--- src/rtl/seg_pkg.sv ---
// Shared seven-segment constants and monitor state type for the two-digit timer
// and its receive-side decoder.
package seg_pkg;

  localparam logic [7:0] SEG_CODE [0:9] = '{
    8'h02, 8'h9F, 8'h25, 8'h0D, 8'h99,
    8'h49, 8'h41, 8'h1F, 8'h01, 8'h09
  };
  localparam logic [7:0] SEG_BLANK      = 8'hFF;
  localparam logic [7:0] SEG_MATCH_MASK = 8'hFE;

  typedef enum logic {UNLOCKED, LOCKED} mon_state_e;

  function automatic logic [6:0] bcd_pair_val(input logic [3:0] tens, input logic [3:0] ones);
    logic [6:0] t7;
    logic [6:0] o7;
    t7 = {3'b000, tens};
    o7 = {3'b000, ones};
    return t7 * 7'd10 + o7;
  endfunction

endpackage

--- src/rtl/seg_digit_decode.sv ---
// Combinational decode of one active-low segment pattern to BCD; the dp bit
// takes no part in matching.
module seg_digit_decode
  import seg_pkg::*;
(
  input  logic [7:0] seg,
  output logic       legal,
  output logic       blank,
  output logic [3:0] bcd
);

  always_comb begin
    legal = 1'b0;
    blank = 1'b0;
    bcd   = 4'h0;
    if ((seg & SEG_MATCH_MASK) == (SEG_BLANK & SEG_MATCH_MASK))
      blank = 1'b1;
    for (int i = 0; i < 10; i++) begin
      if ((seg & SEG_MATCH_MASK) == (SEG_CODE[i] & SEG_MATCH_MASK)) begin
        legal = 1'b1;
        bcd   = 4'(i);
      end
    end
  end

endmodule

--- src/rtl/seg_pair_decoder.sv ---
// In-system monitor for the two-digit seven-segment timer: filters the segment
// buses, decodes tens/ones and flags patterns that break the count sequence.
module seg_pair_decoder
  import seg_pkg::*;
#(
  parameter int STABLE_CYCLES = 4,
  parameter int ERR_W         = 16
) (
  input  logic             clk,
  input  logic             reset,
  input  logic             en,
  input  logic [7:0]       i_seg1,
  input  logic [7:0]       i_seg0,
  output logic [3:0]       o_tens,
  output logic [3:0]       o_ones,
  output logic             o_valid,
  output logic             o_invalid,
  output logic             o_step_err,
  output logic             o_locked,
  output logic [ERR_W-1:0] o_err_cnt
);

  localparam logic [7:0]  STABLE    = 8'(STABLE_CYCLES);
  localparam logic [15:0] PAIR_MASK = {SEG_MATCH_MASK, SEG_MATCH_MASK};

  function automatic logic [7:0] sat_stab(input logic [7:0] c);
    return (c >= STABLE) ? STABLE : c + 8'd1;
  endfunction

  function automatic logic [ERR_W-1:0] sat_err(input logic [ERR_W-1:0] e);
    return (&e) ? e : e + 1'b1;
  endfunction

  logic [15:0] pins_m;
  logic [15:0] samp_p0;
  logic [7:0]  stab_cnt_p0;
  logic [15:0] last_p1;
  mon_state_e  state_q, state_d;

  logic        legal1, blank1, legal0, blank0;
  logic [3:0]  bcd1, bcd0;
  logic        accept;
  logic        valid_d, invalid_d, step_d;
  logic [6:0]  prev_val, succ_val, new_val;

  assign pins_m = {i_seg1, i_seg0} & PAIR_MASK;

  // Stage 0: sample register and stability filter
  always_ff @(posedge clk) begin
    if (!reset) begin
      samp_p0     <= '0;
      stab_cnt_p0 <= '0;
    end else if (en) begin
      samp_p0     <= pins_m;
      stab_cnt_p0 <= (pins_m == samp_p0) ? sat_stab(stab_cnt_p0) : 8'd1;
    end else begin
      stab_cnt_p0 <= '0;
    end
  end

  seg_digit_decode u_dec_tens (.seg(samp_p0[15:8]), .legal(legal1), .blank(blank1), .bcd(bcd1));
  seg_digit_decode u_dec_ones (.seg(samp_p0[7:0]),  .legal(legal0), .blank(blank0), .bcd(bcd0));

  // last_p1 always holds a masked pattern, so a dp-only change is not a new value
  assign accept   = en && (stab_cnt_p0 == STABLE) && (samp_p0 != (last_p1 & PAIR_MASK));
  assign prev_val = bcd_pair_val(o_tens, o_ones);
  assign succ_val = (prev_val == 7'd99) ? 7'd0 : prev_val + 7'd1;
  assign new_val  = bcd_pair_val(bcd1, bcd0);

  always_comb begin
    state_d   = state_q;
    valid_d   = 1'b0;
    invalid_d = 1'b0;
    step_d    = 1'b0;
    if (accept) begin
      if (blank1 && blank0) begin
        state_d = UNLOCKED;
      end else if (!legal1 || !legal0) begin
        invalid_d = 1'b1;
        state_d   = UNLOCKED;
      end else begin
        valid_d = 1'b1;
        state_d = LOCKED;
        if (state_q == LOCKED && new_val != succ_val && new_val != 7'd0)
          step_d = 1'b1;
      end
    end
  end

  // Stage 1: accepted value, monitor state, pulses and error count
  always_ff @(posedge clk) begin
    if (!reset) begin
      state_q    <= UNLOCKED;
      last_p1    <= 16'hFFFF;
      o_tens     <= '0;
      o_ones     <= '0;
      o_valid    <= 1'b0;
      o_invalid  <= 1'b0;
      o_step_err <= 1'b0;
      o_err_cnt  <= '0;
    end else begin
      state_q    <= state_d;
      o_valid    <= valid_d;
      o_invalid  <= invalid_d;
      o_step_err <= step_d;
      if (accept)
        last_p1 <= samp_p0;
      if (valid_d) begin
        o_tens <= bcd1;
        o_ones <= bcd0;
      end
      if (invalid_d || step_d)
        o_err_cnt <= sat_err(o_err_cnt);
    end
  end

  assign o_locked = (state_q == LOCKED);

endmodule

--- config.mk ---
export PLATFORM = sky130hd
export DESIGN_NAME = seg_pair_decoder
export DESIGN_NICKNAME = d
export VERILOG_FILES = /design/src/rtl/seg_pkg.sv /design/src/rtl/seg_digit_decode.sv /design/src/rtl/seg_pair_decoder.sv
export SDC_FILE = /design/constraint.sdc
export NUM_CORES = 1
export LEC_CHECK = 0
export BUFFER_PORTS_ARGS = -buffer_cell sky130_fd_sc_hd__clkbuf_2
export CAP_MARGIN = 20
export CORE_MARGIN = 5
export CORE_UTILIZATION = 50
export CTS_CLUSTER_SIZE = 16
export DETAILED_ROUTE_END_ITERATION = 6
export GPL_TIMING_DRIVEN = 0
export HOLD_SLACK_MARGIN = 0.02
export PLACE_DENSITY = 0.71
export SLEW_MARGIN = 20
export SYNTH_ARGS = -nofsm -noshare
export SYNTH_HDL_FRONTEND = slang
export SYNTH_SLANG_ARGS = --single-unit
--- constraint.sdc ---
create_clock -name clk -period 4.65 [get_ports clk]
set_input_delay 0.465 -clock clk [delete_from_list [all_inputs] [get_ports clk]]
set_output_delay 0.465 -clock clk [all_outputs]
set_load 0.01 [all_outputs]
== Word-level counts from Yosys, hierarchy flattened ==
Cells that the tools add are included.
Storage, ports and cells
  register bits: 66
  input bits: 19
  word-level logic and storage cells: 119
Cells by class
  add/subtract/negate cells: 5
  multipliers: 2
  magnitude comparators: 1
  eq/ne operators: 25
  mux-type cells: 53
  bitwise operators: 4
  reductions and logical operators: 17
Operators by type and width (count)
  $mux W4: 16
  $eq A7 B7 Y1 const B: 7
  $mux W1: 35
  $eq A7 B3 Y1 const B: 4
  $eq A7 B6 Y1 const B: 4
  $add A16 B1 Y16 const B: 1
  $logic_not A8 Y1: 2
  $reduce_and A16 Y1: 1
  $add A7 B4 Y7: 2
  $eq A14 B14 Y1: 1
  $eq A7 B1 Y1 const B: 2
  $eq A7 B4 Y1 const B: 2
  $eq A7 B5 Y1 const B: 2
  $ne A14 B14 Y1: 1
  $mul A4 B3 Y6 const B: 2
  $add A8 B1 Y8 const B: 1
  $eq A8 B3 Y1 const B: 1
  $ge A8 B3 Y1 const B: 1
  $add A7 B1 Y7 const B: 1
  $mux W7: 1
  $ne A7 B7 Y1: 1
  $reduce_bool A7 Y1: 1
  $logic_and A1 B1 Y1: 5
  $not A1 Y1: 4
  other kinds (6): 9

== Logic depth before layout (Yosys ltp) ==
  word-level depth: 21
  gate-level depth with buffers: 19
  gate-level depth less buffers: 16

== Hierarchy ==
From an unflattened synthesis, not the netlist that was laid out.
Unflattened totals
  cell total of the unflattened synthesis: 446
  area, all modules: 3895.0 um2
By module, submodules not included
  seg_pair_decoder: times used 1, cells each 384, area each 3498.4 um2, seq. area each 1281.2 um2
  seg_digit_decode (u_dec_ones): times used 1, cells each 32, area each 205.2 um2, seq. area each 0.0 um2
  seg_digit_decode (u_dec_tens): times used 1, cells each 30, area each 191.4 um2, seq. area each 0.0 um2

== Least setup slack after synthesis ==
No wires, ideal clock.
  kind: flip-flop to flip-flop
  start point: register samp_p0[15]
  end point: register o_err_cnt[0]
  setup time: 121 ps
  arrival: 3611 ps
  data required time: 4529 ps
  path slack: 918 ps
  stages on the path, launching flop included: 20
  cells stage by stage: dfxtp_1 > clkbuf_1 > nor2b_1 > a32oi_1 > nor3_1 > a31oi_1 > nor2_1 > ha_1 > ha_1 > nor2_1 > nor2_1 > xor2_1 > xnor3_2 > nor3_2 > nand4b_1 > a21oi_2 > buf_6 > buf_6 > nor2_2 > mux2i_1
RTL lines
  start, declared: line seg_pair_decoder.sv:35  | logic [15:0] samp_p0;
  start signal, assigned: line seg_pair_decoder.sv:54  | samp_p0 <= pins_m;
  $eq A7 B3 Y1: line seg_digit_decode.sv:19  | if ((seg & SEG_MATCH_MASK) == (SEG_CODE[i] & SEG_MATCH_MASK)) begin
  $mux W4 (6 in a row): line seg_digit_decode.sv:19
  $mux W4 *: line seg_digit_decode.sv:19
  named net bcd1[2]: line seg_pair_decoder.sv:41  | logic [3:0] bcd1, bcd0;
  $mul A4 B3 Y6 *: line seg_pkg.sv:19  | return t7 * 7'd10 + o7;
  $add A7 B4 Y7 *: line seg_pkg.sv:19
  $ne A7 B7 Y1: line seg_pair_decoder.sv:84  | if (state_q == LOCKED && new_val != succ_val && new_val != 7'd0)
  $logic_and A1 B1 Y1: line seg_pair_decoder.sv:84
  $logic_and A1 B1 Y1 *: line seg_pair_decoder.sv:84
  $mux W1 *: line seg_pair_decoder.sv:84
  $mux W1 *: line seg_pair_decoder.sv:78  | end else if (!legal1 || !legal0) begin
  $mux W1 *: line seg_pair_decoder.sv:76  | if (blank1 && blank0) begin
  $mux W1 *: line seg_pair_decoder.sv:75  | if (accept) begin
  $logic_or A1 B1 Y1 *: line seg_pair_decoder.sv:112  | if (invalid_d || step_d)
  $reduce_and A2 Y1 (no source line) *
  end signal, assigned: line seg_pair_decoder.sv:113  | o_err_cnt <= sat_err(o_err_cnt);
  end, declared: line seg_pair_decoder.sv:20  | output logic [ERR_W-1:0] o_err_cnt
The timed path passes the listed nets; every way through them passes the cells marked *.
A chain may end at the register's enable or synchronous reset.

== Worst setup path after layout ==
  start point: register samp_p0[15]
  end point: register o_err_cnt[8]
The elaborated chain is that of the path after synthesis.

==> impl_results.md <==
* Status: completed
* Max stage delay on crit path at 0.46 ns
* Synth warn at 0
* Share of layout cells above drive strength 1 at 17.1%
* Clk_lat worst skew at 0.35 ns
* # rows at 32
* Hold Crit Start: i_seg0[3]
* Area growth, synth to finish at 13.8%
* Simple-Gate Fraction of Synth Area at 23.7%
* Setup bufs post-CTS at 0
* Worst Path Buf+Inv at 3
* Leakage at 2.00 nW
* FF+latch count, synth at 64
* Die footprint at 9960 µm²
* Post-synth ARST share at 0%
* Complex-gate fraction of the synthesized area at 11.1%
* First-pass GRT wire length at 15.8 mm
* Final slew viol count at 0
* Synth Area in Adders at 6.95%
* Synth top area share at 31.8%
* Synthesized netlist cell count at 458
* Worst Setup Path Type: flip-flop to flip-flop
* Top post-synthesis cells by area: dfxtp_1 (32%), mux2i_1 (10%), xnor2_1 (5.6%)
* Slowest CP cell: xnor3_2
* Worst EP arrival at 4.52 ns
* CTS tree: built
* Sink Count at 64
* Core area at 7810 µm²
* Fillers at 734
* GP Congestion at 0.866
* DIE WIDTH at 99.8 µm
* Mapped Area at 4030 µm²
* Type of origin of the critical path: flip-flop
* Most frequent cell after synthesis: dfxtp_1
* Largest net degree at the start of global routing at 13
* Final setup viols at 0
* RSZ-0062 raised after global routing: false
* Final period utilization at 91.0%
* CP endpoint kind: flip-flop
* Syn Area/Cell at 8.80 µm²
* Clock skew at 0.0120 ns
* Final HPWL DP at 6.91 mm
* Worst R2R End: o_err_cnt[8]
* Initial antenna violation count at 0
* F_max at 0.236 GHz
* Worst path required time at 4.93 ns
* Hold Crit Endpoint: samp_p0[3]
* Yosys cell types at 62
* Post-Synth XOR/XNOR Area at 10.9%
* DRT antenna net count at 0
* Routed length per instance at 14.5 µm
* Worst Max-Slew Pin Slew at 0.722 ns
* Worst min-delay path category: primary input to flip-flop
* Reg clk slew, reported paths at 0.08 ns
* Maximum vdd drop at 0.000201 V
* GRT Total Usage at 19.2%
* Die boundary height at 99.8 µm
* Worst reg2reg path startpoint: samp_p0[15]
* Via/cell ratio at 5.59
* Worst R2R Path Depth at 19
* Main combinational cell family by area after synthesis: simple AND/OR/NAND/NOR gates
* CTS root buffer: clkbuf_8
* WL final at 9.02 mm
* Pwr per Cell Area at 258 nW/µm²
* Buffers on Ports at 43
* Sequential share of the synthesized area at 31.8%
* Vias in the first global route at 3336
* Clock Path Buffers at 2
* Max-slew headroom at 51.8%
* Top cells by instance count after synthesis: dfxtp_1 (64), mux2i_1 (42), nor2_1 (38)
* Crit path max fanout at 10
* Setup TNS at 0 ns
* Core Util, Final at 58.8%
* Post-synth EDFFs at 0
* Nets at 554
* Ports at 47
* Number of antenna diodes at 0
* Iter 0 DRT Violations at 236
* H-tree level count at 3
* CP delay by family, top: simple AND/OR/NAND/NOR gates
* Starting Density at 51.7%
* Mux cell area share after synthesis at 10.7%
* Gr ovfl total at 0
* R2r setup slk at 0.42 ns
* Num CTS Buffers at 9
* Most used cell along the critical path: nor2_1
* Vias at 3478
* Cells along the critical path: clkbuf_2 > nor2b_1 > a32oi_1 > nor3_1 > a31oi_1 > nor2_1 > ha_1 > ha_1 > nor2_1 > nor2_1 > xor2_1 > xnor3_2 > nor3_2 > nand4b_1 > a21oi_4 > buf_6 > buf_6 > o31ai_1 > a21oi_1
* Cells on Worst Hold Path at 3
* # Max-Cap Violations at 0
* Final hold vios at 0
* Area leader, netlist: dfxtp_1
* Final min period at 4.23 ns
* # DRC at 0
* Drt pass-1 iters at 5
* Primary FF master, synth: dfxtp_1
## cells by family after synthesis
kind of cell | Yosys count
flops | 64
simple gates | 181
mux | 43
xor+xnor | 47
fa+ha+maj | 20
compound gates | 62
other cells | 1
buf+inv | 40
## worst max-delay path by stage
stage | startpoint | cells after the start | endpoint | slack [ns]
2_1_floorplan | samp_p0[15] | 19 | o_err_cnt[0] | 0.92
4_1_cts | samp_p0[15] | 19 | o_err_cnt[1] | 0.21
3_3_place_gp | samp_p0[15] | 19 | o_err_cnt[1] | 0.26
5_1_grt | samp_p0[15] | 19 | o_err_cnt[10] | 0.06
6_report | samp_p0[15] | 19 | o_err_cnt[8] | 0.42
3_5_place_dp | samp_p0[15] | 19 | o_err_cnt[1] | 0.25
## power by group
group / internal, mW / switching (mW)
sequential: 0.558 / 0.00868
clock: 0.209 / 0.230
combinational: 0.0757 / 0.103
total: 0.843 / 0.342
## per-layer routing
metal	track usage [%]	vias up	part of all wire, %
met2	30.6	83	47
met4	5.25	0	1.4
met5	0	-	0
met3	4.38	16	5.1
met1	26.0	1632	47
li1	-	1747	-
## layout by cell type (no fill, tap or decap), types with 4 or more instances in the layout
cell | Yosys | final
dfxtp_1 | 64 | 64
clkbuf_2 | 0 | 47
mux2i_1 | 42 | 42
nor2_1 | 38 | 36
nand2_1 | 36 | 36
xnor2_1 | 26 | 26
a21oi_1 | 21 | 21
nand3_1 | 21 | 21
xor2_1 | 19 | 19
ha_1 | 16 | 16
nor3_1 | 15 | 14
clkbuf_1 | 15 | 11
inv_1 | 11 | 11
clkbuf_8 | 1 | 11
and3_1 | 10 | 10
nand4_1 | 9 | 9
nor4_1 | 8 | 8
o31ai_1 | 7 | 7
or4_1 | 7 | 7
nand2b_1 | 6 | 6
or3_1 | 5 | 5
nor2b_1 | 5 | 5
a31oi_1 | 5 | 5
conb_1 | 1 | 5
buf_2 | 4 | 4
buf_1 | 5 | 4
nor3b_1 | 4 | 4
o21ai_1 | 4 | 4
fa_1 | 4 | 4
## tightest hold or removal path, delay by kind of cell
family / cells / cell delay [ns]
buffers and inverters: 1 / 0.09
and+or+nand+nor: 1 / 0.08
muxes: 1 / 0.07
## sequential cells by signal (all words and copies together) (netlist names)
name         cells
last_p1         14
o_err_cnt       16
o_invalid        1
o_locked         1
o_ones           4
o_step_err       1
o_tens           4
o_valid          1
samp_p0         14
stab_cnt_p0      8
## final cells by class
type | instances | area (µm²) | share of cell area (%)
Timing Repair Buffer | 43 | 215 | 4.69
Tap cell | 102 | 128 | 2.78
Clock inverter | 6 | 43.8 | 0.954
Multi-Input combinational cell | 358 | 2590 | 56.5
Sequential cell | 64 | 1280 | 27.9
Clock buffer | 10 | 138 | 3.00
Buffer | 28 | 151 | 3.30
Inverter | 11 | 41.3 | 0.899
## repair_timing
item,4_1_cts,5_1_grt
endpoints found under the setup margin,0,16
hold buffers,0,0
gates resized for setup,0,11
## per-stage QoR
step,worst slack [ns],power (mW),instance area [µm²],hold slack (ns),instances
after global routing,0.0572,1.24,4590,0.404,622
after floorplan,0.918,0.713,4050,0.466,462
final,0.418,1.18,4590,0.388,622
after global placement,0.257,0.752,4390,0.463,607
after CTS,0.211,1.19,4570,0.386,623
after detailed placement,0.248,0.755,4390,0.473,607
(Power assumes the default switching activity.)
